`src/rtl/mips_pkg.sv`:
```
// Shared types for the MIPS fetch stage: FSM states,
// the IF/ID bundle, the NOP bubble word and the redirect target helper.
package mips_pkg;

    typedef enum logic [1:0] {
        FETCH = 2'd0,
        WAIT  = 2'd1,
        HOLD  = 2'd2,
        DROP  = 2'd3
    } fetch_state_t;

    localparam logic [31:0] NOP_INSTR = 32'h0000_0000;
    localparam logic [31:0] PC_STEP   = 32'd4;

    typedef struct packed {
        logic [31:0] instr;
        logic [31:0] pcplus4;
        logic        valid;
    } if_id_t;

    localparam int IF_ID_W = $bits(if_id_t);

    // Jump wins over branch; targets are always word aligned.
    function automatic logic [31:0] redirect_target(
        input logic        jump,
        input logic [31:0] pcj,
        input logic [31:0] pcb
    );
        logic [31:0] t;
        t = jump ? pcj : pcb;
        return {t[31:2], 2'b00};
    endfunction

endpackage

```
`src/rtl/fetch_unit_flopenrc.sv`:
```
// Resettable register with enable and synchronous clear.
// Used as the IF/ID pipeline register.
module flopenrc #(
    parameter int WIDTH = 8
) (
    input  logic             clk,
    input  logic             reset,
    input  logic             en,
    input  logic             clear,
    input  logic [WIDTH-1:0] d,
    output logic [WIDTH-1:0] q
);

    logic [WIDTH-1:0] q_q;

    // Hold when disabled; clear takes priority over load when enabled.
    always_ff @(posedge clk or negedge reset) begin
        if (!reset) begin
            q_q <= '0;
        end else if (en) begin
            if (clear) begin
                q_q <= '0;
            end else begin
                q_q <= d;
            end
        end
    end

    assign q = q_q;

endmodule

```
`src/rtl/fetch_unit.sv`:
```
// Instruction fetch stage: PC, single-outstanding imem request FSM,
// one-entry hold buffer for stalled responses, and the IF/ID register.
module fetch_unit
    import mips_pkg::*;
#(
    parameter logic [31:0] RESET_PC = 32'h0000_0000
) (
    input  logic        clk,
    input  logic        reset,
    input  logic        stallD,
    input  logic        pcsrcD,
    input  logic        jumpD,
    input  logic [31:0] pcbranchD,
    input  logic [31:0] pcjumpD,
    output logic        imem_req,
    output logic [31:0] imem_addr,
    input  logic        imem_rvalid,
    input  logic [31:0] imem_rdata,
    output logic [31:0] instrD,
    output logic [31:0] pcplus4D,
    output logic        validD,
    output logic [5:0]  opD,
    output logic [5:0]  functD
);

    fetch_state_t state_q;
    logic [31:0]  pc_q;
    logic [31:0]  hold_q;

    logic         redirect;
    logic [31:0]  target;
    logic [31:0]  pc_plus4;
    logic         deliver;
    logic         ifid_en;
    logic         ifid_clr;
    if_id_t       ifid_d;
    if_id_t       ifid_q;

    // Redirect, target and which word (if any) reaches IF/ID this cycle.
    always_comb begin
        redirect = validD & ~stallD & (jumpD | pcsrcD);
        target   = redirect_target(jumpD, pcjumpD, pcbranchD);
        pc_plus4 = pc_q + PC_STEP;
        deliver  = 1'b0;
        ifid_d   = '0;
        if (!stallD && !redirect) begin
            if (state_q == WAIT && imem_rvalid) begin
                deliver = 1'b1;
            end else if (state_q == HOLD) begin
                deliver = 1'b1;
            end
        end
        ifid_d.instr   = (state_q == HOLD) ? hold_q : imem_rdata;
        ifid_d.pcplus4 = pc_plus4;
        ifid_d.valid   = 1'b1;
        ifid_en        = ~stallD;
        ifid_clr       = redirect | ~deliver;
    end

    // Request FSM: PC update, outstanding-request tracking, hold buffer.
    always_ff @(posedge clk or negedge reset) begin
        if (!reset) begin
            state_q <= FETCH;
            pc_q    <= RESET_PC;
            hold_q  <= NOP_INSTR;
        end else begin
            unique case (state_q)
                FETCH: begin
                    if (redirect) begin
                        pc_q <= target;
                    end else begin
                        state_q <= WAIT;
                    end
                end
                WAIT: begin
                    if (redirect) begin
                        pc_q    <= target;
                        state_q <= imem_rvalid ? FETCH : DROP;
                    end else if (imem_rvalid) begin
                        if (stallD) begin
                            hold_q  <= imem_rdata;
                            state_q <= HOLD;
                        end else begin
                            pc_q    <= pc_plus4;
                            state_q <= FETCH;
                        end
                    end
                end
                HOLD: begin
                    if (!stallD) begin
                        pc_q    <= redirect ? target : pc_plus4;
                        hold_q  <= NOP_INSTR;
                        state_q <= FETCH;
                    end
                end
                DROP: begin
                    if (redirect) begin
                        pc_q <= target;
                    end
                    if (imem_rvalid) begin
                        state_q <= FETCH;
                    end
                end
                default: begin
                    state_q <= FETCH;
                end
            endcase
        end
    end

    flopenrc #(
        .WIDTH (IF_ID_W)
    ) u_ifid (
        .clk   (clk),
        .reset (reset),
        .en    (ifid_en),
        .clear (ifid_clr),
        .d     (ifid_d),
        .q     (ifid_q)
    );

    assign imem_req  = reset & (state_q == FETCH) & ~redirect;
    assign imem_addr = pc_q;
    assign instrD    = ifid_q.instr;
    assign pcplus4D  = ifid_q.pcplus4;
    assign validD    = ifid_q.valid;
    assign opD       = ifid_q.instr[31:26];
    assign functD    = ifid_q.instr[5:0];

endmodule

```
`config.mk`:
```
export PLATFORM = sky130hd
export DESIGN_NAME = fetch_unit
export DESIGN_NICKNAME = d
export VERILOG_FILES = /design/src/rtl/mips_pkg.sv /design/src/rtl/fetch_unit_flopenrc.sv /design/src/rtl/fetch_unit.sv
export SDC_FILE = /design/constraint.sdc
export NUM_CORES = 1
export LEC_CHECK = 0
export ABC_AREA = 1
export BUFFER_PORTS_ARGS = -buffer_cell sky130_fd_sc_hd__buf_4
export CAP_MARGIN = 20
export CORE_ASPECT_RATIO = 0.5
export CORE_UTILIZATION = 47
export DETAILED_ROUTE_END_ITERATION = 6
export GPL_TIMING_DRIVEN = 0
export MAX_ROUTING_LAYER = met4
export PLACE_DENSITY_LB_ADDON = 0.12
export REMOVE_ABC_BUFFERS = 1
export SYNTH_ARGS = -nofsm -noshare
export SYNTH_HDL_FRONTEND = slang
export SYNTH_SLANG_ARGS = --single-unit
```
`constraint.sdc`:
```
create_clock -name clk -period 1.7 [get_ports clk]
set_input_delay 0 -clock clk [delete_from_list [all_inputs] [get_ports clk]]
set_output_delay 0 -clock clk [all_outputs]
set_load 0.005 [all_outputs]
```
==> flow_summary.ini <==
[synthesis]
async_flop_share_pct = 100
yosysUniqueCellTypes = 35
yosysWarningCount = 0
netlist_area_um2 = 7060
ys_seq_elements = 127
yosysSeqAreaShare_pct = 45.0
synth_area_leaders = dfrtp_1 (45%), nand2_1 (17%), o21ai_0 (6.9%)
synth_top_area_cell = dfrtp_1
synthFlopType = dfrtp_1
syn_area_per_cell_um2 = 7.23
synth-edff-count = 0
syn_inst = 977
synth_top_area_share_pct = 45.0

[die]
pin_count = 212
initial_core_util_pct = 48.4
core_area_um2 = 14600
die_area_um2 = 15500
die_x_um = 175
num_rows = 31
die_y_um = 88.7

[placed_design]
place_area_um2 = 8660
gp_congestion = 0.852
place_ws_ns = -1.04
dp_hpwl_um = 12600
port_buffers = 203
dp.cells = 1329

[sta]
period_minus_slack_ns = 1.79
finalSetupViolations = 66
worst_pin_slew_ns = 0.597
hold_viol = 0
fin_worst_skew_ns = 0.00948
rsz0062_at_grt = true
slew_violations = 0
max_freq_ghz = 0.559
setup_ws_ns = -0.0882
max_slew_margin_pct = 60.2
period_share_pct = 105

[critical_path]
crit_chain = inv_2 -> ha_4 -> buf_12 -> inv_8 -> o21a_4 -> a21boi_4 -> clkbuf_16 -> buf_16 -> o21ai_0
endpoint_kind = flop
cp_slowest_stage_delay_ns = 0.40
rr_endpoint = hold_q[20]
cp.arrival_ns = 2.09
r2r_start = state_q[0]
path_class = reg -> reg
reg2reg_setup_slack_ns = -0.09
r2r_cells = 9
required_ns = 2.01
cp_max_fo = 24
cp_slowest_cell = dfrtp_1
cp-start-kind = flop

[clocking]
clk_pin_slew_ns = 0.06
clk-insertion-delay-late_ns = 0.41
cts_buffer_depth = 2
h-tree-depth = 4
cts_tree = built
cts_made_buffers = 17
cts_root_buf = clkbuf_16
cts_sinks = 127

[layout]
diodes = 0
num-nets-final = 1365
layout.cells.non_filler = 1469
fin_area_um2 = 10700
drive_above_1_share_pct = 27.5
layout-area-overhead-vs-synth_pct = 51.8
n_fill_cell = 1121

[status]
status = finished, violations left
violations = setup timing

[power]
p_clk_share_pct = 20.8
swShare_pct = 42.4
vdd_drop_max_v = 0.000888
p_per_area_nw_per_um2 = 1730
p_seq_share_pct = 29.3
switchingPower_mw = 7.86
combPwrFrac_pct = 49.9
internal_power_mw = 10.7
p_leak_nw = 5.51

[routing]
drt-pass1-iter-count = 5
drt-initial-drc-count = 525
antenna_left = 0
drt-total-wl_um = 23100
routedWlPerCell_um = 15.7
vias = 7447
vias_per_cell = 5.07
drc = 0

[global_routing]
gr-usage-all-layers_pct = 30.4
grt_pass1_wl_um = 35300
grt_max_degree = 90
overflow = 0
grt_pass1_vias = 6972
antenna_found_initial = 0

[worst_hold_path]
hold_class = in -> reg
worstHoldStart = pcbranchD[3]
hold_end = imem_addr[3]
hold_path_depth = 5

[flow_run]
cap_viol_max_count = 0
registers in the layout, summed over array words and instances, names as in the netlist:
| name | count |
|---|---|
| u_ifid.q | 63 |
| imem_addr | 30 |
| state_q | 2 |
| hold_q | 32 |
power by group through the flow:
stage / Sequential (mW) / Clock [mW] / Combinational [mW]
final: 5.44 / 3.85 / 9.26
after global routing: 5.59 / 4.02 / 10.2
after CTS: 5.38 / 3.89 / 8.85
after detailed placement: 5.39 / 0 / 7.01
after global placement: 5.35 / 0 / 6.66
after floorplan: 5.21 / 0 / 3.92
per-stage QoR:
step / util (%) / power, mW / TNS [ns] / hold slack, ns
floorplan: - / 9.12 / -168.50 / -0.296
global placement: 58.5 / 12.0 / -338.79 / 0.250
detailed placement: 59.4 / 12.4 / -97.71 / -0.0632
CTS: 72.1 / 18.1 / -0.691 / 0.00111
global route: 73.5 / 19.8 / -8.02 / 0.0627
finish: 73.5 / 18.5 / -1.52 / 0.0142
synthesized netlist by cell type, drive strengths merged (2+ instances only):
master,number
a21oi,26
a22o,5
and2,7
buf,40
clkbuf,17
dfrtp,127
ha,5
inv,116
mux2i,6
nand2,327
nand3,69
nand3b,2
nor2,103
o211ai,5
o21ai,108
xor2,7
placed cells by master, fill, tap and decap left out, types with 7 or more instances in the layout:
master,Yosys,routed
dfrtp_1,127,125
inv_1,111,108
nand3_1,67,66
clkbuf_16,0,21
nor2_1,93,92
nand2_1,319,295
nand2_2,5,27
o21ai_0,98,80
dlygate4sd3_1,0,64
nor2_4,7,7
and2_1,7,7
inv_6,0,8
buf_12,0,8
buf_4,21,220
o21ai_1,7,24
a21oi_1,26,26
xor2_1,7,7
metal layers:
metal	up-vias	track usage (%)	share of wire, %
li1	3624	-	-
met4	0	8.70	1.8
met1	3513	38.1	44
met3	37	6.31	5.9
met2	273	50.1	48
met5	-	-	0
repair_timing:
item	4_1_cts	5_1_grt
endpoints found under the setup margin	127	125
hold buffers	68	0
hold endpoints to repair	189	0
buffers inserted	18	6
cloned	10	6
resized for setup	62	29
pin swaps	19	8
layout make-up:
type | instances | area [um2] | area share (%)
clock buffer | 18 | 429 | 4.00
clock inverter | 14 | 180 | 1.68
inverter | 116 | 484 | 4.52
multi-input combinational | 684 | 3370 | 31.4
sequential | 127 | 3180 | 29.7
tap | 198 | 248 | 2.31
timing repair buffer | 307 | 2770 | 25.8
timing repair inverter | 5 | 61.3 | 0.572
how the worst max path moves through the flow:
stage / to / slack [ns] / cells after the start / startpoint
floorplan: u_ifid.q[4] / -1.62 / 7 / state_q[0]
global placement: u_ifid.q[21] / -3.57 / 8 / state_q[0]
detailed placement: imem_addr[7] / -1.04 / 10 / state_q[0]
CTS: imem_addr[20] / -0.04 / 9 / state_q[1]
global route: hold_q[20] / -0.15 / 9 / state_q[0]
finish: hold_q[20] / -0.09 / 9 / state_q[0]
worst max-delay path: cells and delay by family (launching register included):
kind / cells / cell delay (ns)
buf+inv: 5 / 0.54
compound gates: 3 / 0.57
fa+ha+maj: 1 / 0.16
flops: 1 / 0.40
cells by family (layout without fill, tap and decap cells):
logic type,count (synthesis),count (layout),synth area share [%]
AND/OR/NAND/NOR,510,514,30.2
XOR/XNOR,7,7,0.868
buffers and inverters,173,460,10.7
adder cells (fa/ha/maj),5,5,0.886
flip-flops,127,127,45.0
other,1,4,0.0531
multiplexers,6,6,0.850
AO/OA/AOI/OAI,148,148,11.4
(Power assumes the default switching activity.)
